### config.mk
export PLATFORM = sky130hd
export DESIGN_NAME = fft_stream_bridge
export DESIGN_NICKNAME = d
export VERILOG_FILES = /design/src/rtl/fft_stream_bridge.sv
export SDC_FILE = /design/constraint.sdc
export NUM_CORES = 1
export LEC_CHECK = 0
export CORE_MARGIN = 3
export CORE_UTILIZATION = 43
export CTS_CLUSTER_DIAMETER = 200
export DETAILED_ROUTE_END_ITERATION = 8
export PLACE_DENSITY = 0.87
export SLEW_MARGIN = 20
export SYNTH_ARGS = -nofsm -noshare
export SYNTH_HDL_FRONTEND = slang
export SYNTH_SLANG_ARGS = --single-unit
### constraint.sdc
create_clock -name CLK_I -period 4.7 [get_ports CLK_I]
set_clock_uncertainty 0.1 [all_clocks]
set_input_delay 0.94 -clock CLK_I [delete_from_list [all_inputs] [get_ports CLK_I]]
set_output_delay 0.94 -clock CLK_I [all_outputs]
set_load 0.005 [all_outputs]
### src/rtl/fft_stream_bridge.sv
// fft_stream_bridge: Wishbone pipeline slave -> AXI-Stream FFT core -> Wishbone
// pipeline master. Frames input samples into FFT_N-point blocks with TLAST, loads
// the core scaling schedule at frame boundaries, limits frames in flight and
// re-emits narrowed core output with a bin index.
// Optional feature macro: FFTB_SAT_EN (saturating narrowing; default wraps).
module fft_stream_bridge #(
    parameter int          DW        = 16,
    parameter int          CW        = 24,
    parameter int          LOG2N     = 6,
    parameter int          OUT_SHIFT = 0,
    parameter int          FRM_MAX   = 4,
    parameter logic [15:0] CFG_RST   = 16'h0003
) (
    input  logic                             CLK_I,
    input  logic                             RSTN_I,
    input  logic [2*DW-1:0]                  DAT_I,
    input  logic                             WE_I,
    input  logic                             STB_I,
    input  logic                             CYC_I,
    output logic                             ACK_O,
    output logic [2*DW-1:0]                  DAT_O,
    output logic [LOG2N-1:0]                 IDX_O,
    output logic                             CYC_O,
    output logic                             STB_O,
    output logic                             WE_O,
    input  logic                             ACK_I,
    input  logic [15:0]                      CFG_I,
    input  logic                             CFG_WE_I,
    output logic [15:0]                      CORE_CFG_TDATA,
    output logic                             CORE_CFG_TVALID,
    input  logic                             CORE_CFG_TREADY,
    output logic [2*DW-1:0]                  CORE_S_TDATA,
    output logic                             CORE_S_TVALID,
    input  logic                             CORE_S_TREADY,
    output logic                             CORE_S_TLAST,
    input  logic [2*CW-1:0]                  CORE_M_TDATA,
    input  logic                             CORE_M_TVALID,
    input  logic                             CORE_M_TLAST,
    output logic                             CORE_M_TREADY,
    output logic [$clog2(FRM_MAX+1)-1:0]     FRM_CNT_O,
    output logic                             ERR_O
);

    localparam int FW = $clog2(FRM_MAX+1);
    localparam logic [LOG2N-1:0] LAST_IDX = {LOG2N{1'b1}};
    localparam logic [FW-1:0]    FRM_FULL = FW'(FRM_MAX);
    localparam logic [FW-1:0]    FRM_ZERO = {FW{1'b0}};
    localparam logic [FW-1:0]    FRM_ONE  = {{(FW-1){1'b0}}, 1'b1};

`ifdef FFTB_SAT_EN
    localparam logic signed [CW-1:0] SAT_MAX = {{(CW-DW+1){1'b0}}, {(DW-1){1'b1}}};
    localparam logic signed [CW-1:0] SAT_MIN = {{(CW-DW+1){1'b1}}, {(DW-1){1'b0}}};
`endif

    // Scale one core component and narrow it to the bus width.
    function automatic logic [DW-1:0] narrow(input logic signed [CW-1:0] v);
        logic signed [CW-1:0] s;
        s = v >>> OUT_SHIFT;
`ifdef FFTB_SAT_EN
        if (s > SAT_MAX) begin
            return SAT_MAX[DW-1:0];
        end else if (s < SAT_MIN) begin
            return SAT_MIN[DW-1:0];
        end else begin
            return s[DW-1:0];
        end
`else
        return s[DW-1:0];
`endif
    endfunction

    logic [LOG2N-1:0] r_in_cnt;
    logic [LOG2N-1:0] r_out_cnt;
    logic [FW-1:0]    r_frm_cnt;
    logic [15:0]      r_shadow;
    logic             r_pend;
    logic [15:0]      r_cfg_tdata;
    logic             r_cfg_tvalid;
    logic [2*DW-1:0]  r_dat;
    logic [LOG2N-1:0] r_idx;
    logic             r_stb;
    logic             r_cyc;
    logic             r_err;

    logic             w_s_val;
    logic             w_stall;
    logic             w_s_tvalid;
    logic             w_in_hs;
    logic             w_s_tlast;
    logic             w_cfg_load;
    logic             w_out_rdy;
    logic             w_out_load;
    logic             w_frm_inc;
    logic             w_frm_dec;
    logic [FW-1:0]    w_frm_nxt;
    logic             w_stb_nxt;
    logic [2*DW-1:0]  w_dat_conv;

    // Input qualification, stall and handshake; config load trigger.
    always_comb begin
        w_s_val    = CYC_I & STB_I & WE_I;
        w_stall    = r_cfg_tvalid | (r_frm_cnt == FRM_FULL);
        w_s_tvalid = w_s_val & ~w_stall;
        w_in_hs    = w_s_tvalid & CORE_S_TREADY;
        w_s_tlast  = (r_in_cnt == LAST_IDX);
        w_cfg_load = r_pend & (r_in_cnt == {LOG2N{1'b0}}) & ~r_cfg_tvalid;
    end

    // Output pipeline control, frame counter next value and data conversion.
    always_comb begin
        w_out_rdy  = ~r_stb | ACK_I;
        w_out_load = w_out_rdy & CORE_M_TVALID;
        w_frm_inc  = w_in_hs & w_s_tlast;
        w_frm_dec  = w_out_load & CORE_M_TLAST;
        w_frm_nxt  = r_frm_cnt;
        if (w_frm_inc && !w_frm_dec) begin
            w_frm_nxt = r_frm_cnt + FRM_ONE;
        end else if (w_frm_dec && !w_frm_inc && (r_frm_cnt != FRM_ZERO)) begin
            // A TLAST with nothing in flight is a core fault; never wrap below zero.
            w_frm_nxt = r_frm_cnt - FRM_ONE;
        end else begin
            w_frm_nxt = r_frm_cnt;
        end
        if (w_out_load) begin
            w_stb_nxt = 1'b1;
        end else if (w_out_rdy) begin
            w_stb_nxt = 1'b0;
        end else begin
            w_stb_nxt = r_stb;
        end
        w_dat_conv = {narrow(CORE_M_TDATA[2*CW-1:CW]), narrow(CORE_M_TDATA[CW-1:0])};
    end

    // Input beat counter that frames the stream into FFT_N-point blocks.
    always_ff @(posedge CLK_I or negedge RSTN_I) begin
        if (!RSTN_I) begin
            r_in_cnt <= {LOG2N{1'b0}};
        end else if (w_in_hs) begin
            r_in_cnt <= r_in_cnt + {{(LOG2N-1){1'b0}}, 1'b1};
        end
    end

    // Config shadow/pending state and the core config channel, applied only at frame boundaries.
    always_ff @(posedge CLK_I or negedge RSTN_I) begin
        if (!RSTN_I) begin
            r_shadow     <= CFG_RST;
            r_pend       <= 1'b1;
            r_cfg_tdata  <= 16'h0000;
            r_cfg_tvalid <= 1'b0;
        end else begin
            if (CFG_WE_I) begin
                r_shadow <= CFG_I;
            end
            // A new write during a send re-arms pend so it goes at the next boundary.
            if (CFG_WE_I) begin
                r_pend <= 1'b1;
            end else if (w_cfg_load) begin
                r_pend <= 1'b0;
            end
            if (w_cfg_load) begin
                r_cfg_tdata  <= r_shadow;
                r_cfg_tvalid <= 1'b1;
            end else if (r_cfg_tvalid && CORE_CFG_TREADY) begin
                r_cfg_tvalid <= 1'b0;
            end
        end
    end

    // Frames-in-flight counter.
    always_ff @(posedge CLK_I or negedge RSTN_I) begin
        if (!RSTN_I) begin
            r_frm_cnt <= FRM_ZERO;
        end else begin
            r_frm_cnt <= w_frm_nxt;
        end
    end

    // Output register stage, bin index counter and TLAST consistency flag.
    always_ff @(posedge CLK_I or negedge RSTN_I) begin
        if (!RSTN_I) begin
            r_dat     <= {(2*DW){1'b0}};
            r_idx     <= {LOG2N{1'b0}};
            r_out_cnt <= {LOG2N{1'b0}};
            r_stb     <= 1'b0;
            r_err     <= 1'b0;
        end else begin
            r_stb <= w_stb_nxt;
            if (w_out_load) begin
                r_dat     <= w_dat_conv;
                r_idx     <= r_out_cnt;
                r_out_cnt <= r_out_cnt + {{(LOG2N-1){1'b0}}, 1'b1};
                if (CORE_M_TLAST != (r_out_cnt == LAST_IDX)) begin
                    r_err <= 1'b1;
                end
            end
        end
    end

    // Output bus cycle: held while data or frames are pending or upstream is active.
    always_ff @(posedge CLK_I or negedge RSTN_I) begin
        if (!RSTN_I) begin
            r_cyc <= 1'b0;
        end else if (w_out_load) begin
            r_cyc <= 1'b1;
        end else if (!w_stb_nxt && (w_frm_nxt == FRM_ZERO) && !CYC_I) begin
            r_cyc <= 1'b0;
        end
    end

    assign CORE_S_TVALID   = w_s_tvalid;
    assign CORE_S_TDATA    = DAT_I;
    assign CORE_S_TLAST    = w_s_tlast;
    assign ACK_O           = w_in_hs;
    assign CORE_CFG_TDATA  = r_cfg_tdata;
    assign CORE_CFG_TVALID = r_cfg_tvalid;
    assign CORE_M_TREADY   = w_out_rdy;
    assign DAT_O           = r_dat;
    assign IDX_O           = r_idx;
    assign STB_O           = r_stb;
    assign WE_O            = r_stb;
    assign CYC_O           = r_cyc;
    assign FRM_CNT_O       = r_frm_cnt;
    assign ERR_O           = r_err;

endmodule

-- Word-level counts from Yosys, hierarchy flattened
Index checks and enable logic that the tools add are counted.
- register bits: 90
- output and inout bits: 98
- add/sub/neg operators: 4
- eq/ne operators: 4
- multiplexer cells: 10
- bitwise logic cells: 14
- reductions and logical operators: 17
- operators by type and width (operator ; count):
    6-bit by 1-bit adder with 6-bit output (second input constant) ; 2
    6-bit == test (second input constant) ; 2
    1-bit bitwise AND ; 9
    1-bit 2-to-1 mux ; 8
    1-bit logical AND ; 6
    6-bit zero test ; 1
    3-bit 2-to-1 mux ; 2
    2-bit nonzero test ; 3
    1-bit zero test ; 4
    3-bit by 1-bit adder with 3-bit output (second input constant) ; 1
    3-bit == test (second input constant) ; 1
    3-bit zero test ; 1
    1-bit NOT ; 3
    3-bit nonzero test ; 1
    3-bit by 1-bit subtractor with 3-bit output (second input constant) ; 1
    1-bit OR ; 2
    2-bit AND reduction ; 1
    1-bit inequality test ; 1

-- Longest topological paths before layout
- word-level depth: 16
- gate-level depth with buffers: 7
- mapped depth without buffers: 7

-- Worst setup path after synthesis
OpenSTA, ideal clock, no wires.
- path kind: input to register
- from: input port STB_I
- to: register r_cyc (netlist: CYC_O)
- data arrival time: 2282 ps
- required time: 4474 ps
- setup slack: 2192 ps
- stages: 6
- path buffers: 0
- cell sequence: nand4b_4 > a211oi_4 > and2_4 > xnor2_1 > or3_1 > o32a_1
- cells in the longest elaborated chain, start to end: 14
- elaborated cells between the ends (all ways): 15
- RTL lines (what ; RTL line ; source):
    start, declared ; 18 ; input logic STB_I,
    1-bit bitwise AND (*) (2 in a row) ; 101 ; w_s_val = CYC_I & STB_I & WE_I;
    1-bit bitwise AND (*) ; 103 ; w_s_tvalid = w_s_val & ~w_stall;
    1-bit bitwise AND (*) ; 104 ; w_in_hs = w_s_tvalid & CORE_S_TREADY;
    via ACK_O ; 20 ; output logic ACK_O,
    1-bit bitwise AND (*) ; 113 ; w_frm_inc = w_in_hs & w_s_tlast;
    1-bit zero test ; 118 ; end else if (w_frm_dec && !w_frm_inc && (r_frm_cnt != FRM_ZERO)) begin
    1-bit logical AND (2 in a row) ; 118 ;
    3-bit 2-to-1 mux ; 118 ;
    3-bit 2-to-1 mux (*) ; 116 ; if (w_frm_inc && !w_frm_dec) begin
    3-bit zero test (*) ; 205 ; end else if (!w_stb_nxt && (w_frm_nxt == FRM_ZERO) && !CYC_I) begin
    1-bit logical AND (*) (2 in a row) ; 205 ;
    2-bit nonzero test (no line) (*) ; -- ;
    end signal, assigned ; 202 ; r_cyc <= 1'b0;
    end signal, assigned ; 204 ; r_cyc <= 1'b1;
    end signal, assigned ; 206 ; r_cyc <= 1'b0;
    end, declared ; 82 ; logic r_cyc;
The timed path passes the listed nets; every way through them passes the cells marked *.
A chain may end at the register's enable or synchronous reset.

-- Worst setup path after layout
- from: input port CYC_I
- to: output port ACK_O
- cells in the longest elaborated chain, start to end: 4
- RTL lines (what ; RTL line ; source):
    start, declared ; 19 ; input logic CYC_I,
    1-bit bitwise AND (2 in a row) ; 101 ;
    1-bit bitwise AND ; 103 ;
    1-bit bitwise AND ; 104 ;
    end, declared ; 20 ;
No other way between the ends.

==> summary.md <==
Yosys mapped a number of flops with a built-in enable equal to 0. The first detailed-routing pass ran for 4 iterations. The area after detailed placement was 4980 um2; the number of global-route vias before repair was 2,913.

The multi-input combinational cell area was 1300 um2. Setup repair after global routing left no endpoint under its margin. Final setup slack of the worst path: 1.01 ns. The run gives 0 as the hold-fix buffer count after cts. For the finished layout, the period the worst path requires is 3.69 ns.

Summed over all failing endpoints, the final setup total negative slack is 0 ns. The routed design has 8450 um of wire. The routed via count divided by cell count is 4.89, and the required time of the critical path is 3.66 ns.

Measured in cells, the most critical reg-to-reg path has a length of 7. The tool flagged a number of max-cap violations equal to 0. In this run the worst hold path is classified as reg2reg. The wire length of the first global-routing pass was 14,000 um; the count of instances resized after the clock tree is built was 0. For this block, the via count after detailed routing is 2,765. In the layout the commonest cells are 128 x nand2_1, 123 x clkdlybuf4s50_1, 87 x dfrtp_1. Among all flip-flop cells after synthesis, the most frequent one is dfrtp_1. The analysis attributes to cell leakage a power of 2.37 nW.

Root cell of the clock tree: clkbuf_8. 0 antenna diodes ended up in the layout. Setup violations remaining at the end of the flow were counted as 0. After synthesis, the cell types taking the most area are dfrtp_1 56%, nand2_1 12%, mux2_2 9.3%, buf_4 6.4%, xnor2_1 2.7%. After clock tree synthesis, the setup repair step added 0 buffers. The endpoint identified for the worst register-to-register timing path is CYC_O.

Dividing the detail-routed wire length by the instance count gives 14.9 um. The achievable clock frequency came out at 271 MHz. The kind of critical path is in2out.

The power per cell area is 488 nW/um2, and the post-synth design cell area is 3870 um2. Measured against its own limit, the worst slew margin works out to 33.5%. The maximum VDD drop came out at 273 uV.

Global routing used 17.2% of the available tracks. Overall power consumption after layout is estimated at 2.55 mW. For the pin with the worst max-slew slack, the measured transition is 0.995 ns. The worst setup path is launched from an input pin. CTS H-tree depth: 3. The worst setup path is captured at an output pin. The commonest non-fill, non-tap cell in the layout is nand2_1. The minimum setup slack among reg-to-reg paths is 2.29 ns.

The biggest area consumer among synthesized cells is dfrtp_1. The number of fill cells was 727; the highest net fanout along the worst path was 10. The area added between synthesis and finish is 34.8%, and the number of I/O pins is 205. Summed over all layers, the global routing overflow is 0. The count of buffers from port buffering is 124, and the detailed placement HPWL is 6170 um.

TritonCTS created 9 clock buffers. The ratio of final minimum period to clock period is 78.4%, and the pin count of the biggest net entering global routing is 47. The critical path starts at CYC_I. Before CTS, the worst setup slack after placement is 0.995 ns. The post-synthesis net count was 473. TritonCTS built the clock tree. The async set or reset register ratio after synthesis came out at 100%. During synthesis, Yosys emitted a total of 0 warnings. The initial antenna violation count is 0, and the fraction of the yosys area taken by sequential cells is 58.2%. The number of distinct library cell variants in the gate-level netlist after synthesis came out at 31. In this run the vertical extent of the chip is 101 um.

After synthesis, the mean cell area works out to 10.8 um2. The clock drives 90 sinks. In the routed design, unresolved DRC markers number 0. For the worst-skew pair, the clock arrives at the later sink with an insertion delay of 0.35 ns. Summed over its instances, the top area cell type makes up 56.2% of the synthesized netlist area. The standard cell core area was 8720 um2; the clock-pin slew on the worst setup and hold paths was 0.10 ns. Arrival time reported for the critical path endpoint: 2.65 ns.

The hold violation count in the final report came out at 0. The final layout contains 566 nets. The number of instances in the synthesized netlist is 360. The longest clock path from root to sink contains 2 buffers. The reg-to-reg startpoint is FRM_CNT_O[0]. The fraction of layout cells with a size suffix above 1 was 13.3%; the first-iteration detailed-routing DRC count was 58. The tools report the final cell area excluding filler cells as 5220 um2. Across the whole layout, storage elements account for 2260 um2. For the max-slew violation count, the log shows 0.

In this run the worst setup path terminates at ACK_O. The width of the die is 101 um, and the number of nets with antenna violations after routing is 0. The congestion estimate from routability-driven global placement came to 0.790. Once the floorplan was initialized, standard cells occupied 44.4% of the core.

The flow ran to the end, and the final reports show no timing, DRC or antenna violations. Row generation in the floorplan step produced 34 rows. The die covers 10,200 um2.

The synthesis-stage register bit count was 90.
[routing by layer]
layer  part of all wire, %  global-route usage (%)  vias to the layer above
li1                      -                       -                     1307
met1                    40                    19.7                     1346
met2                    50                    29.1                       99
met3                   9.2                    7.68                       13
met4                   1.1                    5.01                        0
met5                     0                       0                        -
[synthesized netlist by cell type (all sizes together), types with 2 or more instances]
library cell / count
nand2b: 2
o21ai: 2
inv: 7
mux2: 32
buf: 33
a21oi: 5
a21o: 2
dfrtp: 87
ha: 6
and2: 3
clkbuf: 12
nor2: 4
xnor2: 12
nand2: 128
dfstp: 3
nand3: 3
nand4: 5
o22ai: 2
[flip-flops by register name (all words and copies together) (netlist names)]
name / cells
r_pend: 1
CORE_CFG_TVALID: 1
CYC_O: 1
FRM_CNT_O: 3
r_shadow: 16
r_in_cnt: 6
STB_O: 1
CORE_CFG_TDATA: 16
DAT_O: 32
IDX_O: 6
ERR_O: 1
r_out_cnt: 6
[where the power goes]
| part | switching [mW] | internal (mW) |
|---|---|---|
| logic | 0.284 | 0.496 |
| registers | 0.149 | 0.983 |
| clock network | 0.282 | 0.357 |
| total | 0.714 | 1.84 |
[worst max-delay path, cell delays in order]
cell             delay [ns]
clkdlybuf4s50_1        0.54
nand4b_4               0.14
a211oi_4               0.43
clkdlybuf4s50_1        0.60
[worst min-delay path by stage]
stage | from | endpoint | slack [ns] | cells past startpoint
after floorplan | ERR_O | ERR_O | 0.35 | 1
after global placement | ERR_O | ERR_O | 0.35 | 1
after detailed placement | ERR_O | ERR_O | 0.35 | 1
after CTS | ERR_O | ERR_O | 0.37 | 1
after global routing | ERR_O | ERR_O | 0.40 | 1
final | ERR_O | ERR_O | 0.37 | 1
[final cells by class]
type                    instances  share of cell area, %
clock buffers                  10                   2.44
clock inverters                 6                   2.20
multi-input cells             218                   24.9
well taps                     108                   2.59
repair buffers                127                   24.1
flip-flops and latches         90                   43.2
inverters                       7                  0.503
[per-stage QoR]
step                      cells  hold WS (ns)  util (%)
after detailed placement    550         0.351      57.1
after global routing        566         0.402      59.9
after CTS                   566         0.375      59.9
final                       566         0.375      59.9
after global placement      550         0.347      57.1
after floorplan             360         0.351         -
[kinds of logic after synthesis]
group / after synthesis / synth area share (%)
adders and majority gates: 6 / 1.94
AOI/OAI and AO/OA: 16 / 3.07
buffers and inverters: 52 / 8.23
xor gates and xnor gates: 13 / 2.94
and+or+nand+nor: 151 / 16.3
muxes: 32 / 9.30
DFF: 90 / 58.2
Note: power is estimated with default switching activity, not from simulation.
